===== src/rtl/mic_sample_fifo.sv =====
// ============================================================================
// Module  : mic_sample_fifo
// Brief   : APB-attached circular sample buffer with fill status, sticky
//           overflow flag and a threshold interrupt.
// Revision: 1.0 - initial release
// ============================================================================
`default_nettype none

module mic_sample_fifo #(
    parameter int DEPTH      = 16,
    parameter int DEPTH_LOG2 = 4
) (
    input  logic        PCLK,
    input  logic        PRESETn,
    input  logic        sample_valid,
    input  logic [15:0] sample_data,
    input  logic        PSEL,
    input  logic [11:0] PADDR,
    input  logic        PENABLE,
    input  logic        PWRITE,
    input  logic [31:0] PWDATA,
    output logic [31:0] PRDATA,
    output logic        PREADY,
    output logic        PSLVERR,
    output logic        irq
);

    localparam int              CW            = DEPTH_LOG2 + 1;
    localparam logic [CW-1:0]   c_FULL        = CW'(DEPTH);
    localparam logic [CW-1:0]   c_CNT_ONE     = CW'(1);
    localparam logic [DEPTH_LOG2-1:0] c_PTR_ONE = DEPTH_LOG2'(1);
    localparam logic [6:0]      c_THRESH_RST  = 7'(DEPTH / 2);
    localparam logic [3:0]      c_ADDR_DATA   = 4'h0;
    localparam logic [3:0]      c_ADDR_STATUS = 4'h4;
    localparam logic [3:0]      c_ADDR_CTRL   = 4'h8;
    localparam logic [3:0]      c_ADDR_CLEAR  = 4'hC;

    logic [15:0]           mem_q [DEPTH];
    logic [DEPTH_LOG2-1:0] wr_ptr_q, wr_ptr_d;
    logic [DEPTH_LOG2-1:0] rd_ptr_q, rd_ptr_d;
    logic [CW-1:0]         count_q, count_d;
    logic                  ovf_q, ovf_d;
    logic                  en_q, en_d;
    logic                  irq_en_q, irq_en_d;
    logic [6:0]            thresh_q, thresh_d;
    logic                  irq_q, irq_d;

    logic       w_rd, w_wr, w_empty, w_full;
    logic       w_pop, w_push, w_drop, w_flush, w_ctrl_wr, w_mem_we;
    logic [3:0] w_addr;
    logic [31:0] w_status;
    logic       w_unused_bits;

    assign w_addr    = PADDR[3:0];
    assign w_rd      = PSEL & PENABLE & ~PWRITE;
    assign w_wr      = PSEL & PENABLE & PWRITE;
    assign w_empty   = (count_q == '0);
    assign w_full    = (count_q == c_FULL);
    assign w_pop     = w_rd & (w_addr == c_ADDR_DATA) & ~w_empty;
    assign w_flush   = w_wr & (w_addr == c_ADDR_CLEAR) & PWDATA[0];
    assign w_ctrl_wr = w_wr & (w_addr == c_ADDR_CTRL);
    // A pop frees the head slot this same edge, so a full buffer still accepts.
    assign w_push    = sample_valid & en_q & (~w_full | w_pop);
    assign w_drop    = sample_valid & en_q & w_full & ~w_pop;
    assign w_mem_we  = w_push & ~w_flush;

    assign w_unused_bits = ^{PADDR[11:4], PWDATA[31:15], PWDATA[7:2]};

    always_comb begin
        wr_ptr_d = wr_ptr_q;
        rd_ptr_d = rd_ptr_q;
        count_d  = count_q;
        ovf_d    = ovf_q;
        if (w_flush) begin
            wr_ptr_d = '0;
            rd_ptr_d = '0;
            count_d  = '0;
            ovf_d    = 1'b0;
        end else begin
            if (w_push) wr_ptr_d = wr_ptr_q + c_PTR_ONE;
            if (w_pop)  rd_ptr_d = rd_ptr_q + c_PTR_ONE;
            case ({w_push, w_pop})
                2'b10:   count_d = count_q + c_CNT_ONE;
                2'b01:   count_d = count_q - c_CNT_ONE;
                default: count_d = count_q;
            endcase
            if (w_drop) ovf_d = 1'b1;
        end
    end

    always_comb begin
        en_d     = en_q;
        irq_en_d = irq_en_q;
        thresh_d = thresh_q;
        if (w_ctrl_wr) begin
            en_d     = PWDATA[0];
            irq_en_d = PWDATA[1];
            thresh_d = PWDATA[14:8];
        end
        // Evaluated on next-state values so irq lines up with the new count.
        irq_d = irq_en_d & ((count_d >= thresh_d[CW-1:0]) | ovf_d);
    end

    always_ff @(posedge PCLK or negedge PRESETn) begin
        if (!PRESETn) begin
            wr_ptr_q <= '0;
            rd_ptr_q <= '0;
            count_q  <= '0;
            ovf_q    <= 1'b0;
            en_q     <= 1'b1;
            irq_en_q <= 1'b0;
            thresh_q <= c_THRESH_RST;
            irq_q    <= 1'b0;
        end else begin
            wr_ptr_q <= wr_ptr_d;
            rd_ptr_q <= rd_ptr_d;
            count_q  <= count_d;
            ovf_q    <= ovf_d;
            en_q     <= en_d;
            irq_en_q <= irq_en_d;
            thresh_q <= thresh_d;
            irq_q    <= irq_d;
        end
    end

    always_ff @(posedge PCLK) begin
        if (w_mem_we) mem_q[wr_ptr_q] <= sample_data;
    end

    always_comb begin
        w_status                = '0;
        w_status[CW+7:8]        = count_q;
        w_status[2]             = ovf_q;
        w_status[1]             = w_full;
        w_status[0]             = w_empty;
    end

    always_comb begin
        PRDATA = '0;
        case (w_addr)
            c_ADDR_DATA:   PRDATA = w_empty ? 32'h0 : {15'h0, 1'b1, mem_q[rd_ptr_q]};
            c_ADDR_STATUS: PRDATA = w_status;
            c_ADDR_CTRL:   PRDATA = {17'h0, thresh_q, 6'h0, irq_en_q, en_q};
            c_ADDR_CLEAR:  PRDATA = 32'h0;
            default:       PRDATA = 32'hDEAD_DEAD;
        endcase
    end

    assign PREADY  = 1'b1;
    assign PSLVERR = 1'b0;
    assign irq     = irq_q;

endmodule

`default_nettype wire


===== config.mk =====
export PLATFORM = sky130hd
export DESIGN_NAME = mic_sample_fifo
export DESIGN_NICKNAME = d
export VERILOG_FILES = /design/src/rtl/mic_sample_fifo.sv
export SDC_FILE = /design/constraint.sdc
export NUM_CORES = 1
export LEC_CHECK = 0
export ABC_AREA = 1
export BUFFER_PORTS_ARGS = -buffer_cell sky130_fd_sc_hd__buf_2
export CORE_UTILIZATION = 60
export DETAILED_ROUTE_END_ITERATION = 16
export PLACE_DENSITY = 0.9
export SYNTH_ARGS = -nofsm -noshare
export SYNTH_HDL_FRONTEND = slang
export SYNTH_SLANG_ARGS = --single-unit

===== constraint.sdc =====
create_clock -name PCLK -period 4.9 [get_ports PCLK]
set_input_delay 0.245 -clock PCLK [delete_from_list [all_inputs] [get_ports PCLK]]
set_output_delay 0.245 -clock PCLK [all_outputs]
set_load 0.1 [all_outputs]

==> flow_metrics.tcl <==
set metrics [dict create \
    hold_viol 0 \
    drive_gt1_frac 0.123 \
    drc 0 \
    grt_antenna_before_repair 1 \
    status "complete, no violations" \
    ir_drop_mv 0.395 \
    async_reset_ff_frac 0.0857 \
    clkTransAtPathRegs_ns 0.06 \
    cts-root-buf "clkbuf_16" \
    grtUsageTotal 0.268 \
    synth_cell_types 38 \
    crit_type "flip-flop to primary output" \
    ff2ff_path_depth 20 \
    r2r-start "count_q[0]" \
    power_leakage_nw 5.49 \
    synthTopCellsByArea "edfxtp_1, nand2_1, nand3_1" \
    post_cts_buffers 0 \
    yosys-top-cells-count "nand2_1, edfxtp_1, nor2_1" \
    finalSetupTns_ns 0 \
    grt_overflow 0 \
    layout_worst_path_cycle_share 0.801 \
    min_from "PWDATA[1]" \
    power_density_nw_per_um2 460 \
    start_util 0.611 \
    ios 101 \
    min_period_ns 3.92 \
    setup_viol 0 \
    yosysTopAreaCell "edfxtp_1" \
    critical_path_arrival_ns 3.68 \
    ys_ff_latch 280 \
    dp.final_hpwl_um 16400 \
    nets 1301 \
    cp-startpoint "rd_ptr_q[0]" \
    synthToLayoutAreaGrowth_pct 12.0 \
    synth_flop_cell "edfxtp_1" \
    cp_slowest_cell "dfrtp_4" \
    cts_made_buffers 27 \
    avgRoutedWirePerCell_um 18.7 \
    gp_congestion 0.930 \
    synth-warning-count 0 \
    drt-initial-drc-count 1111 \
    seq_area_frac_synth 0.670 \
    netlist_area_um2 12400 \
    pwr-share-clk 0.312 \
    hold_path_class "primary input to flip-flop" \
    clockBufferDepth 3 \
    grt_first_pass_wirelength_um 43800 \
    die_area_um2 21200 \
    synth_edf_count 256 \
    rsz0062_at_grt "false" \
    synth_most_common_cell "nand2_1" \
    antenna_left 0 \
    die_h_um 146 \
    max_slew.worst_pin.slew_ns 1.19 \
    p_seq_frac 0.442 \
    maxCapViolations 0 \
    yosysTopAreaCellShare 0.621 \
    r2r_end "irq" \
    cp.required_ns 4.66 \
    crit_path_end_kind "primary output" \
    syn_area_per_cell_um2 10.6 \
    clock.fmax_mhz 255 \
    skew_ns 0.0142 \
    grt_pass1_vias 8455 \
    cp_cell_sequence "buf_4, nor2_1, nor2_1, o21ai_0, nand3_1, nand3_1, nand2_1, nand2_1, nand2_1, buf_2" \
    insertion_delay_ns 0.53 \
    cts_tree "done" \
    path_common_cell "nand2_1" \
    routed_wl_um 28300 \
    coreArea_um2 20200 \
    slew_headroom 0.207 \
    synthCells 1169 \
    crit_end "PRDATA[10]" \
    r2r_slack_ns 1.44 \
    first_pass_iters 6 \
    grt_max_degree 88 \
    vias_per_cell 5.79 \
    die-width_um 146 \
    vias 8757 \
    hold_slack_ns 0.0490 \
    critPathMaxFanout 87 \
    p_int_w 0.00431 \
    p_comb_frac 0.246 \
    slowest_delay_ns 0.88 \
    row_count 52 \
    numPortBuffers 62 \
    cts_sinks 280 \
    finalMaxSlewViolations 0 \
    ctsHtreeMaxLevel 1 \
    switching_share 0.324 \
    start_kind "flip-flop" \
    power_switching_w 0.00206 \
]
==> sequential cells by signal, summed over array words and instances, names as in the netlist <==
name	count
en_q	1
thresh_q	7
mem_q	256
irq	1
ovf_q	1
count_q	5
rd_ptr_q	4
irq_en_q	1
wr_ptr_q	4
==> cells by family (layout without fill, tap and decap cells) <==
| logic type | count (synthesis) | count (layout) | synth area share |
|---|---|---|---|
| adder cells (fa/ha/maj) | 13 | 13 | 0.0132 |
| AND/OR/NAND/NOR | 586 | 586 | 0.198 |
| AO/OA/AOI/OAI | 108 | 108 | 0.0492 |
| buffers and inverters | 172 | 239 | 0.0623 |
| XOR/XNOR | 6 | 6 | 0.00425 |
| flip-flops | 280 | 280 | 0.670 |
| other | 2 | 8 | 0.000607 |
| multiplexers | 2 | 2 | 0.00182 |
==> critical path: cells and delay by family (launching register included) <==
kind            cells  cell delay (ns)
flops               1             0.88
buf+inv             2             1.24
simple gates        7             0.90
compound gates      1             0.11
==> cell type report <==
cell class	instances	area, um2
Fill cell	1304	6380
Timing Repair Buffer	92	593
Tap cell	270	338
Clock buffer	32	694
Antenna cell	1	2.50
Inverter	99	372
Sequential cell	280	8290
Clock inverter	16	149
Multi-Input combinational cell	722	3410
==> power by group through the flow <==
stage	clock, W	combinational (W)	sequential [W]
2_1_floorplan	0	0.00115	0.00282
3_3_place_gp	0	0.00146	0.00285
3_5_place_dp	0	0.00153	0.00286
4_1_cts	0.00200	0.00155	0.00281
5_1_grt	0.00209	0.00172	0.00283
6_report	0.00199	0.00157	0.00281
==> repair_timing <==
action	4_1_cts	5_1_grt
gates resized for setup	0	0
endpoints found under the hold margin	29	0
hold buffers	8	0
==> worst min-delay path by stage <==
stage	to	slack, ns	cells after the start
after floorplan	count_q[0]	-0.05	0
after global placement	count_q[2]	0.25	1
after detailed placement	count_q[2]	0.26	1
after CTS	thresh_q[0]	0.03	3
after global routing	irq_en_q	0.04	3
final	irq_en_q	0.05	3
==> per-stage QoR <==
| step | cells | instance area (um2) | utilization | total power [W] | worst slack (ns) |
|---|---|---|---|---|---|
| 2_1_floorplan | 1174 | 12400 | - | 0.00397 | 1.87 |
| 3_3_place_gp | 1455 | 12900 | 0.639 | 0.00431 | 1.47 |
| 3_5_place_dp | 1455 | 12900 | 0.639 | 0.00439 | 1.41 |
| 4_1_cts | 1511 | 13800 | 0.684 | 0.00635 | 1.02 |
| 5_1_grt | 1512 | 13900 | 0.685 | 0.00664 | 0.748 |
| 6_report | 1512 | 13900 | 0.685 | 0.00637 | 0.975 |
==> placed cells by master (no fill, tap or decap), types with 2 or more instances in the layout <==
master         Yosys  routed
buf_12             0       3
clkbuf_16          0      27
nand4_1            5       5
a21oi_1           12      12
inv_1             95      95
buf_2             28      62
nand3_1          122     122
mux2_2             2       2
bufinv_16          0       3
inv_2              3       3
o21ai_1            2       2
nor2_1           124     124
dfrtp_1           22      21
o211ai_1          18      18
nor3_2             1      15
nand2_2            2       2
ha_1              13      13
clkinv_1           1       9
nand2_1          307     307
o21ai_0           66      66
buf_4             20      19
dfstp_2            2       2
clkbuf_1          19       5
dlygate4sd3_1      0       8
xor2_1             4       4
nand3_2            2       2
edfxtp_1         256     256
conb_1             2       7
xnor2_1            2       2
a211oi_1           2       2
o21ai_2            2       2
clkinv_2           0       4
o22ai_1            4       4
nor3_1            18       3
==> metal layers <==
metal,vias up,routed length (um),part of all wire,GRT usage
li1,4026,-,-,-
met1,4070,10400,0.37,0.345
met2,561,13700,0.48,0.442
met3,100,2970,0.10,0.0473
met4,0,1250,0.044,0.137
met5,-,0,0,0
(Power assumes the default switching activity.)
